File: src/rtl/sseg_dev_pkg.sv
// Shared constants for the eight-digit serial seven-segment driver.
package sseg_dev_pkg;

  localparam int FRAME_BITS = 64;
  localparam int BIT_W      = $clog2(FRAME_BITS);

  // Active-high gfedcba patterns, entry 15 (F) first.
  localparam logic [15:0][6:0] HEX_SEG = {
    7'h71, 7'h79, 7'h5E, 7'h39, 7'h7C, 7'h77, 7'h6F, 7'h7F,
    7'h07, 7'h7D, 7'h6D, 7'h66, 7'h4F, 7'h5B, 7'h06, 7'h3F
  };

  typedef enum logic {
    ST_IDLE  = 1'b0,
    ST_SHIFT = 1'b1
  } sseg_state_e;

  function automatic logic [6:0] hex_seg(input logic [3:0] nibble);
    return HEX_SEG[nibble];
  endfunction

endpackage

File: src/rtl/sseg_hex_decode.sv
// One digit: hex nibble plus dp/blank controls to an active-low {dp,g..a} byte.
module sseg_hex_decode (
  input  logic [3:0] nibble,
  input  logic       dp_on,
  input  logic       blank,
  output logic [7:0] seg_n
);
  import sseg_dev_pkg::*;

  always_comb begin
    seg_n = 8'hFF;
    if (!blank) begin
      seg_n = ~{dp_on, hex_seg(nibble)};
    end
  end

endmodule

File: src/rtl/sseg_dev.sv
// Serial driver for the 8-digit display chain: one 64-bit frame per Start edge.
//
// state    | meaning
// ST_IDLE  | waiting for a synchronised Start edge, SEG_PEN=1, seg_clk low
// ST_SHIFT | clocking the captured frame out MSB first, SEG_PEN=0
module sseg_dev #(
  parameter int HALF_PER = 2
) (
  input  logic        clk,
  input  logic        rstn,
  input  logic        Start,
  input  logic        flash,
  input  logic [31:0] Hexs,
  input  logic [7:0]  point,
  input  logic [7:0]  LES,
  output logic        seg_clk,
  output logic        seg_clrn,
  output logic        seg_sout,
  output logic        SEG_PEN
);
  import sseg_dev_pkg::*;

  localparam int               PHASE_W      = (HALF_PER > 1) ? $clog2(HALF_PER) : 1;
  localparam logic [PHASE_W-1:0] PHASE_RELOAD = PHASE_W'(HALF_PER - 1);
  localparam logic [BIT_W-1:0]   BIT_LAST     = BIT_W'(FRAME_BITS - 1);

  logic [FRAME_BITS-1:0] frame_w;

  for (genvar i = 0; i < 8; i++) begin : g_digit
    sseg_hex_decode u_dec (
      .nibble (Hexs[4*i +: 4]),
      .dp_on  (point[i]),
      .blank  (flash & LES[i]),
      .seg_n  (frame_w[8*i +: 8])
    );
  end

  sseg_state_e           state_q, state_d;
  logic                  start_meta_q, start_sync_q, start_prev_q;
  logic [FRAME_BITS-1:0] shreg_q, shreg_d;
  logic [BIT_W-1:0]      bit_cnt_q, bit_cnt_d;
  logic [PHASE_W-1:0]    phase_q, phase_d;
  logic                  hi_q, hi_d;
  logic                  seg_clk_q, seg_clk_d;
  logic                  seg_sout_q, seg_sout_d;
  logic                  seg_pen_q, seg_pen_d;
  logic                  seg_clrn_q;
  logic                  start_edge;

  assign start_edge = start_sync_q & ~start_prev_q;

  always_comb begin
    state_d    = state_q;
    shreg_d    = shreg_q;
    bit_cnt_d  = bit_cnt_q;
    phase_d    = phase_q;
    hi_d       = hi_q;
    seg_clk_d  = seg_clk_q;
    seg_sout_d = seg_sout_q;
    seg_pen_d  = seg_pen_q;
    unique case (state_q)
      ST_IDLE: begin
        seg_clk_d = 1'b0;
        seg_pen_d = 1'b1;
        if (start_edge) begin
          state_d    = ST_SHIFT;
          shreg_d    = frame_w;
          seg_sout_d = frame_w[FRAME_BITS-1];
          bit_cnt_d  = BIT_LAST;
          phase_d    = PHASE_RELOAD;
          hi_d       = 1'b0;
          seg_pen_d  = 1'b0;
        end
      end
      ST_SHIFT: begin
        if (phase_q != '0) begin
          phase_d = phase_q - 1'b1;
        end else if (!hi_q) begin
          hi_d      = 1'b1;
          seg_clk_d = 1'b1;
          phase_d   = PHASE_RELOAD;
        end else if (bit_cnt_q == '0) begin
          state_d   = ST_IDLE;
          seg_clk_d = 1'b0;
          seg_pen_d = 1'b1;
          hi_d      = 1'b0;
        end else begin
          // Data and the falling clock move together so sout never changes while high.
          shreg_d    = shreg_q << 1;
          seg_sout_d = shreg_d[FRAME_BITS-1];
          bit_cnt_d  = bit_cnt_q - 1'b1;
          phase_d    = PHASE_RELOAD;
          hi_d       = 1'b0;
          seg_clk_d  = 1'b0;
        end
      end
      default: state_d = ST_IDLE;
    endcase
  end

  always_ff @(posedge clk or negedge rstn) begin
    if (!rstn) begin
      state_q      <= ST_IDLE;
      start_meta_q <= 1'b0;
      start_sync_q <= 1'b0;
      start_prev_q <= 1'b0;
      shreg_q      <= '0;
      bit_cnt_q    <= '0;
      phase_q      <= '0;
      hi_q         <= 1'b0;
      seg_clk_q    <= 1'b0;
      seg_sout_q   <= 1'b0;
      seg_pen_q    <= 1'b0;
      seg_clrn_q   <= 1'b0;
    end else begin
      state_q      <= state_d;
      start_meta_q <= Start;
      start_sync_q <= start_meta_q;
      start_prev_q <= start_sync_q;
      shreg_q      <= shreg_d;
      bit_cnt_q    <= bit_cnt_d;
      phase_q      <= phase_d;
      hi_q         <= hi_d;
      seg_clk_q    <= seg_clk_d;
      seg_sout_q   <= seg_sout_d;
      seg_pen_q    <= seg_pen_d;
      seg_clrn_q   <= 1'b1;
    end
  end

  assign seg_clk  = seg_clk_q;
  assign seg_sout = seg_sout_q;
  assign SEG_PEN  = seg_pen_q;
  assign seg_clrn = seg_clrn_q;

endmodule

File: config.mk
export PLATFORM = sky130hd
export DESIGN_NAME = sseg_dev
export DESIGN_NICKNAME = d
export VERILOG_FILES = /design/src/rtl/sseg_dev_pkg.sv /design/src/rtl/sseg_hex_decode.sv /design/src/rtl/sseg_dev.sv
export SDC_FILE = /design/constraint.sdc
export NUM_CORES = 1
export LEC_CHECK = 0
export ABC_CLOCK_PERIOD_IN_PS = 2300
export BUFFER_PORTS_ARGS = -buffer_cell sky130_fd_sc_hd__buf_2
export CAP_MARGIN = 0
export CORE_MARGIN = 8
export CORE_UTILIZATION = 35
export CTS_BUF_LIST = sky130_fd_sc_hd__clkbuf_16
export DETAILED_ROUTE_END_ITERATION = 6
export GPL_TIMING_DRIVEN = 0
export HOLD_SLACK_MARGIN = 0.08
export SYNTH_ARGS = -nofsm -noshare
export SYNTH_HDL_FRONTEND = slang
export SYNTH_SLANG_ARGS = --single-unit
File: constraint.sdc
create_clock -name clk -period 2.3 [get_ports clk]
set_input_delay 0.46 -clock clk [delete_from_list [all_inputs] [get_ports clk]]
set_output_delay 0.46 -clock clk [all_outputs]
set_load 0.02 [all_outputs]
==> metrics.csv, run 1 <==
stage,metric,value,unit
global_route,GRT met1 Usage,0.192,
place,dpl hpwl,10700,µm
die,Die Wd,140,µm
place,Inst Count DP,827,
die,row count,45,
detailed_routing,drt first pass iters,5,
finish,share of cells above drive strength 1,0.183,
finish,Inserted Diodes,0,
global_route,"Remaining Overflow, GRT",0,
timing,skew final,0.00781,ns
clock_network,H-tree depth,3,
clock_network,Clock Sinks,79,
timing,Final setup viols,0,
clock_network,CTS tree,built,
die,die area,0.0196,mm²
synthesis,synth cell count leaders,"dfrtp_1 (79), nand2_1 (61), a21oi_1 (53), ha_1 (50), nor2_1 (38)",
run,Max Cap Viol,0,
clock_network,total CTS buffers,9,
pwr,Power per Cell Area,982,mW/mm²
synthesis,"top cells by area, synth","dfrtp_1 (37%), ha_1 (12%), a21oi_1 (4.9%)",
global_route,vias in the first global route,4802,
synthesis,Post-Synthesis Cells,588,
die,IO Count,56,
synthesis,Async SR Flop Fraction,1.00,
clock_network,Clock transition at path regs,0.06,ns
outcome,status,"finished, final reports clean",
global_route,grt met2 use,0.259,
die,core area,0.0151,mm²
detailed_routing,DR vias,4757,
global_route,grt met3 use,0.0238,
synthesis,Post-Syn Area,0.00539,mm²
critical_path,Crit. End Element,flop,
detailed_routing,first-iteration detailed-routing DRC count,353,
pwr,leakage,2.73,nW
timing,slew of the pin with the lowest slew margin,0.647,ns
critical_path,r2r setup slk,0.12,ns
finish,nets,752,
clock_network,Clock Path Buffers,2,
place,Post-DP Area,0.00590,mm²
detailed_routing,DRC Markers,0,
synthesis,Post-synth EDFFs,0,
pwr,Final Power,6.14,mW
global_route,initial antenna violation count,0,
detailed_routing,Total Routed Length,14800,µm
critical_path,critical path class,flop to flop,
global_route,gr usage total,0.150,
synthesis,syn nets,690,
critical_path,Critical Path Fanout Max,10,
detailed_routing,WL/cell,17.5,µm
finish,Final Instance Area,0.00626,mm²
finish,area grow syn2layout,16.2,%
clock_network,# Post-CTS Setup Buffers,0,
place,PortBufs,50,
timing,fin crit share,0.949,
synthesis,Yosys top cell area share,0.367,
place,RePlAce Congestion,0.904,
finish,Non-Filler Instances,843,
timing,Relative slew margins,0.569,
synthesis,Mean Syn Cell Area,9.16,µm²
detailed_routing,DR vias/cell,5.64,
synthesis,most common cell in the netlist,dfrtp_1,
worst_hold_path,HP Class,primary input to flop,
synthesis,"Primary FF master, synth",dfrtp_1,
finish,"Core Util, Final",0.413,
global_route,first-pass GRT wire length,24200,µm
synthesis,Synth area leader,dfrtp_1,
global_route,largest net degree at the start of global routing,63,
critical_path,type of origin of the critical path,flop,
synthesis,"flops & latches, synth",79,
critical_path,worst endpoint data arrival time,2.41,ns
die,height of the die,140,µm
detailed_routing,Antenna Violating Nets Remaining,0,
die,Initial Util,0.356,
clock_network,worst skew pair latency,0.34,ns
timing,Final Max Slew Viols,0,
timing,min cycle time layout,2.18,ns
synthesis,sequential share of the synthesized area,0.367,
clock_network,CTS root buf,clkbuf_16,
timing,fmax,458,MHz
timing,Final Hold Fails,0,
global_route,GRT busiest layer,met2,
critical_path,Worst Path Required,2.53,ns
synthesis,Synth warnings,0,
timing,worst hold slack,0.235,ns
synthesis,Netlist cell types,57,
timing,unrepaired setup endpoints after global routing,no,
pwr,VDD IR max,0.000420,V
## path summary, 6_finish.rpt
| kind | cells after the start | endpoint | start |
|---|---|---|---|
| setup / recovery | 5 | shreg_q[14]$_DFFE_PN0P_ | state_q$_DFF_PN0_ |
| setup reg to reg | 5 | shreg_q[14]$_DFFE_PN0P_ | state_q$_DFF_PN0_ |
| max in group asynchronous | 3 | shreg_q[31]$_DFFE_PN0P_ | rstn |
| hold / removal | 1 | start_meta_q$_DFF_PN0_ | Start |
| hold reg to reg | 0 | start_sync_q$_DFF_PN0_ | start_meta_q$_DFF_PN0_ |
| min in group asynchronous | 2 | shreg_q[53]$_DFFE_PN0P_ | rstn |
## power by group
group          total (mW)  leakage, nW  internal, mW  switching, mW
logic                2.23         1.68         0.979           1.25
clock network        1.53        0.156         0.952          0.574
registers            2.39        0.899          2.00          0.391
## state kept, by name (all words and copies together) (netlist names)
signal,flops
phase_q,1
start_meta_q,1
seg_sout,1
SEG_PEN,1
start_sync_q,1
shreg_q,63
state_q,1
seg_clk,1
seg_clrn,1
start_prev_q,1
bit_cnt_q,6
hi_q,1
## layer usage
layer,share of wire,wire length [µm]
met1,0.46,6840
met2,0.48,7120
met3,0.045,666
met4,0.010,150
met5,0,0
## per-stage QoR
stage	TNS, ns	setup slack, ns
global placement	-1.71	-0.199
global route	0	0.000936
CTS	0	0.00138
finish	0	0.117
floorplan	0	0.458
detailed placement	-2.02	-0.207
## cells in the final DEF, fill, tap and decap left out, types with 6 or more instances in the layout
cell	count
nor3_1	10
ha_1	50
clkbuf_16	9
a211oi_1	6
clkbuf_1	19
buf_2	57
o22ai_1	21
a31oi_1	10
nand3_1	8
mux2i_1	8
nand2_1	61
o21ai_0	27
nor2_1	38
inv_1	35
o221a_2	9
nand2b_1	16
o211ai_1	13
mux2_2	9
o31ai_1	7
dfrtp_1	79
o32ai_1	7
a21oi_1	50
o22ai_2	7
## final cells by class
cell class | instances | area, µm²
buffer | 38 | 183
clock buffer | 9 | 225
clock inverter | 7 | 95.1
fill | 1458 | 8890
inverter | 35 | 131
multi-input combinational | 435 | 3120
sequential | 79 | 1980
tap | 188 | 235
timing repair buffer | 52 | 290
## cell families (layout without fill, tap and decap cells)
| group | after synthesis | count (layout) | synth area share |
|---|---|---|---|
| muxes | 21 | 21 | 0.0504 |
| DFF | 79 | 79 | 0.367 |
| buffers and inverters | 74 | 141 | 0.0583 |
| AOI/OAI and AO/OA | 211 | 211 | 0.278 |
| and+or+nand+nor | 152 | 152 | 0.129 |
| adders and majority gates | 50 | 50 | 0.116 |
| other | 1 | 1 | 0.000696 |
## critical path: stages (launching register included)
cell and delay [ns]:
dfrtp_1 0.57, or3b_1 0.45, clkbuf_1 0.31, a21oi_2 0.33, o311ai_0 0.23, o221a_2 0.18
## repair_timing
action / CTS / global route
hold buffers: 1 / 0
gates resized for setup: 6 / 2
pin swaps: 0 / 0
hold endpoints to repair: 17 / 0
setup endpoints to repair: 21 / 58
Note: power is estimated with default switching activity, not from simulation.
==> inputs of run 2 (changes only) <==
==> constraint.sdc (replaced) <==
create_clock -name clk -period 2.3 [get_ports clk]
set_input_delay 0 -clock clk [delete_from_list [all_inputs] [get_ports clk]]
set_output_delay 0 -clock clk [all_outputs]
set_load 0.02 [all_outputs]
==> metrics.csv, run 2 (same netlist as run 1, synthesis figures left out) <==
stage,metric,value,unit
run,Max Cap Viol,0,
critical_path,worst endpoint data arrival time,2.40,ns
clock_network,Clock Sinks,79,
place,Inst Count DP,827,
clock_network,total CTS buffers,9,
die,Die Wd,140,µm
outcome,status,"finished, final reports clean",
critical_path,CP max stage delay,0.57,ns
global_route,first-pass GRT wire length,24300,µm
finish,Biggest register,shreg_q,
place,dpl hpwl,10700,µm
global_route,vias in the first global route,4837,
global_route,initial antenna violation count,0,
detailed_routing,first-iteration detailed-routing DRC count,357,
clock_network,# Post-CTS Setup Buffers,0,
clock_network,Clock transition at path regs,0.06,ns
timing,fmax,461,MHz
timing,worst hold slack,0.0872,ns
global_route,gr usage total,0.151,
place,Post-DP Area,0.00590,mm²
detailed_routing,DR vias/cell,5.57,
critical_path,RR Endpoint,shreg_q[14]$_DFFE_PN0P_,
finish,share of cells above drive strength 1,0.180,
worst_hold_path,HP Class,primary input to async pin,
place,RePlAce Congestion,0.904,
timing,setup_tns,0,ns
critical_path,type of origin of the critical path,flop,
critical_path,r2r worst-path depth,5,
timing,min cycle time layout,2.17,ns
timing,Final setup viols,0,
finish,max reg flops,63,
timing,Final Max Slew Viols,0,
timing,fin crit share,0.943,
detailed_routing,Total Routed Length,14800,µm
place,PortBufs,50,
critical_path,r2r setup slk,0.13,ns
die,core area,0.0151,mm²
clock_network,CTS root buf,clkbuf_16,
critical_path,Worst Path Required,2.53,ns
die,Initial Util,0.356,
global_route,"Remaining Overflow, GRT",0,
detailed_routing,DR vias,4766,
critical_path,CP top delay family,compound AO/OA/AOI/OAI gates,
finish,biggest regs,"shreg_q: 63 flops, bit_cnt_q: 6 flops",
pwr,VDD IR max,0.000419,V
detailed_routing,WL/cell,17.3,µm
timing,Relative slew margins,0.569,
critical_path,critical path class,flop to flop,
finish,FILL cells,1446,
timing,skew final,0.00916,ns
critical_path,Crit. End Element,flop,
die,IO Count,56,
timing,slew of the pin with the lowest slew margin,0.646,ns
die,die area,0.0196,mm²
critical_path,worst path buffer plus inverter count,1,
finish,Final Instance Area,0.00639,mm²
detailed_routing,drt first pass iters,5,
pwr,Power per Cell Area,964,mW/mm²
timing,unrepaired setup endpoints after global routing,no,
finish,"commonest non-fill, non-tap cell in the layout",dfrtp_1,
finish,Non-Filler Instances,856,
clock_network,Clock Path Buffers,2,
critical_path,CP Cell Sequence,or3b_1 -> clkbuf_1 -> a21oi_2 -> o311ai_0 -> o221a_2,
global_route,largest net degree at the start of global routing,63,
finish,nets,765,
clock_network,H-tree depth,3,
detailed_routing,DRC Markers,0,
die,row count,45,
finish,Inserted Diodes,0,
finish,"Core Util, Final",0.422,
clock_network,CTS tree,built,
critical_path,worst r2r src,state_q$_DFF_PN0_,
clock_network,worst skew pair latency,0.34,ns
timing,Final WS setup,0.131,ns
detailed_routing,Antenna Violating Nets Remaining,0,
timing,Final Hold Fails,0,
pwr,Final Power,6.15,mW
critical_path,Critical Path Fanout Max,10,
finish,area grow syn2layout,18.6,%
die,height of the die,140,µm
finish,"commonest non-fill, non-tap cells in the layout","dfrtp_1 (79), nand2_1 (61), buf_2 (57)",
pwr,leakage,2.79,nW
critical_path,"Slowest-stage cell, CP",dfrtp_1,
place,pre-CTS setup slack,-0.207,ns
-- run 2: worst max-delay path by stage --
stage,from,endpoint,cells past startpoint
floorplan,bit_cnt_q[2]$_DFFE_PN0P_,shreg_q[26]$_DFFE_PN0P_,7
CTS,state_q$_DFF_PN0_,shreg_q[52]$_DFFE_PN0P_,5
global placement,state_q$_DFF_PN0_,shreg_q[5]$_DFFE_PN0P_,6
global route,state_q$_DFF_PN0_,shreg_q[44]$_DFFE_PN0P_,4
finish,state_q$_DFF_PN0_,shreg_q[14]$_DFFE_PN0P_,5
detailed placement,state_q$_DFF_PN0_,shreg_q[13]$_DFFE_PN0P_,6
-- run 2: timing repair --
| item | in CTS | in global routing |
|---|---|---|
| endpoints found under the setup margin | 21 | 58 |
| gates resized for setup | 6 | 2 |
| hold buffers | 14 | 0 |
| hold endpoints to repair | 95 | 0 |
-- run 2: where the power goes --
part	internal (mW)	total (mW)	switching (mW)
sequential	2.00	2.39	0.390
combinational	0.993	2.24	1.25
clock	0.952	1.53	0.575
-- run 2: per-layer routing --
layer	global-route usage	share of wire	vias to the layer above
met5	0	0	-
met4	0.0389	0.010	0
met3	0.0231	0.043	15
met2	0.259	0.48	124
met1	0.194	0.47	2329
li1	-	-	2298
-- run 2: final cells by class --
class	count	area, µm²	area share
multi-input cells	435	3120	0.489
flip-flops and latches	79	1980	0.310
repair buffers	65	420	0.0658
well taps	188	235	0.0368
clock buffers	9	225	0.0353
plain buffers	38	183	0.0286
inverters	35	131	0.0206
clock inverters	7	95.1	0.0149
-- run 2: worst reg2reg max path: cells and delay by family (launching register included) --
family | cells | cell delay (ns)
DFF | 1 | 0.57
AOI/OAI and AO/OA | 3 | 0.73
and+or+nand+nor | 1 | 0.46
buffers and inverters | 1 | 0.30
==> inputs of run 3 (changes only) <==
--- a/config.mk
+++ b/config.mk
@@ -6,12 +6,12 @@
 export NUM_CORES = 1
 export LEC_CHECK = 0
 export ABC_CLOCK_PERIOD_IN_PS = 2300
-export BUFFER_PORTS_ARGS = -buffer_cell sky130_fd_sc_hd__buf_2
 export CAP_MARGIN = 0
 export CORE_MARGIN = 8
 export CORE_UTILIZATION = 35
 export CTS_BUF_LIST = sky130_fd_sc_hd__clkbuf_16
 export DETAILED_ROUTE_END_ITERATION = 6
+export DONT_BUFFER_PORTS = 1
 export GPL_TIMING_DRIVEN = 0
 export HOLD_SLACK_MARGIN = 0.08
 export SYNTH_ARGS = -nofsm -noshare
==> metrics.csv, run 3 (same netlist as run 1, synthesis figures left out) <==
stage,metric,value,unit
timing,Final Hold Fails,0,
finish,"Core Util, Final",0.426,
detailed_routing,WL/cell,18.0,µm
critical_path,type of origin of the critical path,flop,
detailed_routing,Total Routed Length,15200,µm
critical_path,RR Endpoint,shreg_q[14]$_DFFE_PN0P_,
critical_path,worst endpoint data arrival time,2.39,ns
finish,area grow syn2layout,19.7,%
timing,min cycle time layout,2.16,ns
finish,Inserted Diodes,0,
place,Post-DP Area,0.00562,mm²
critical_path,crit path capture,shreg_q[14]$_DFFE_PN0P_,
global_route,gr usage total,0.152,
pwr,Seq pwr share,0.410,
clock_network,H-tree depth,3,
die,IO Count,56,
critical_path,r2r setup slk,0.14,ns
critical_path,Crit. End Element,flop,
timing,unrepaired setup endpoints after global routing,no,
detailed_routing,DRC Markers,0,
clock_network,Clock Sinks,79,
finish,Biggest register,shreg_q,
detailed_routing,Antenna Violating Nets Remaining,0,
place,RePlAce Congestion,0.908,
clock_network,# Post-CTS Setup Buffers,0,
place,dpl hpwl,10300,µm
die,die area,0.0196,mm²
die,Initial Util,0.356,
finish,"commonest non-fill, non-tap cell in the layout",dfrtp_1,
timing,Final WS setup,0.140,ns
global_route,largest net degree at the start of global routing,80,
detailed_routing,first-iteration detailed-routing DRC count,366,
pwr,Comb pwr share,0.370,
pwr,internal cell power,3.72,mW
place,pre-CTS setup slack,-0.175,ns
die,row count,45,
clock_network,CTS tree,built,
pwr,sw frac,0.370,
pwr,Power per Cell Area,915,mW/mm²
critical_path,Critical Path Fanout Max,10,
finish,Final Instance Area,0.00644,mm²
timing,Final setup viols,0,
outcome,status,"finished, final reports clean",
run,Max Cap Viol,0,
clock_network,CTS root buf,clkbuf_16,
clock_network,Clock Path Buffers,2,
timing,Relative slew margins,0.577,
clock_network,Clock transition at path regs,0.06,ns
finish,"commonest non-fill, non-tap cells in the layout","dfrtp_1 (79), nand2_1 (61), dlygate4sd3_1 (51)",
detailed_routing,DR vias/cell,5.59,
timing,fmax,463,MHz
global_route,"Remaining Overflow, GRT",0,
critical_path,r2r worst-path depth,5,
critical_path,worst r2r src,state_q$_DFF_PN0_,
finish,max reg flops,63,
place,PortBufs,0,
die,height of the die,140,µm
pwr,leakage,2.72,nW
clock_network,total CTS buffers,9,
global_route,vias in the first global route,4789,
timing,Final Max Slew Viols,0,
critical_path,crit path launch,state_q$_DFF_PN0_,
timing,skew final,0.0113,ns
finish,biggest regs,"shreg_q: 63 flops, bit_cnt_q: 6 flops",
timing,fin crit share,0.939,
die,Die Wd,140,µm
timing,slew of the pin with the lowest slew margin,0.631,ns
finish,nets,752,
finish,share of cells above drive strength 1,0.102,
timing,worst hold slack,0.0809,ns
global_route,initial antenna violation count,0,
worst_hold_path,HP Class,primary input to flop,
global_route,first-pass GRT wire length,24200,µm
pwr,NetSw,2.18,mW
die,core area,0.0151,mm²
pwr,Final Power,5.90,mW
pwr,Clock Power Share,0.220,
detailed_routing,drt first pass iters,5,
pwr,VDD IR max,0.000449,V
critical_path,Worst Path Required,2.53,ns
critical_path,critical path class,flop to flop,
worst_hold_path,hold path startpoint,Hexs[4],
clock_network,worst skew pair latency,0.34,ns
detailed_routing,DR vias,4712,
[run 3: layer usage]
metal,track usage,wire length (µm),part of all wire,up-vias
met5,0,0,0,-
met4,0.0469,180,0.012,0
met3,0.0279,681,0.045,12
met2,0.264,7460,0.49,102
met1,0.187,6900,0.45,2328
li1,-,-,-,2270
[run 3: critical path: stages, from the launching register on]
cell and delay, ns:
dfrtp_1 0.55, or3b_1 0.43, clkbuf_1 0.30, a21oi_2 0.35
o311ai_0 0.24, o221a_2 0.17
[run 3: final cells by class]
cell class	count	area [µm²]
clock buffer	9	225
buffer	38	184
multi-input combinational	435	3110
sequential	79	1980
clock inverter	7	40.0
timing repair buffer	52	538
inverter	35	131
fill	1448	8700
tap	188	235
[run 3: power groups by stage]
stage	sequential [mW]	clock [mW]	combinational [mW]
2_1_floorplan	2.31	0	1.59
3_3_place_gp	2.41	0	1.98
3_5_place_dp	2.42	0	2.04
4_1_cts	2.40	1.32	2.17
5_1_grt	2.49	1.37	2.41
6_report	2.42	1.30	2.18
[run 3: timing repair]
item	in CTS	in global routing
hold buffers	52	0
endpoints found under the hold margin	130	0
setup endpoints to repair	23	50
gates resized for setup	6	3
cloned	0	0
[run 3: worst min path at each step]
stage,endpoint,slack (ns),depth (start not counted)
after floorplan,SEG_PEN$_DFFE_PN0P_,-0.30,0
after global placement,shreg_q[51]$_DFFE_PN0P_,-0.29,0
after detailed placement,shreg_q[51]$_DFFE_PN0P_,-0.29,0
after CTS,shreg_q[9]$_DFFE_PN0P_,0.08,4
after global routing,shreg_q[0]$_DFFE_PN0P_,0.1,3
final,shreg_q[9]$_DFFE_PN0P_,0.08,4
[run 3: stage by stage]
stage / TNS (ns) / cells
after floorplan: 0 / 588
after global placement: -1.38 / 776
after detailed placement: -1.69 / 776
after CTS: 0 / 844
after global routing: 0 / 843
final: 0 / 843
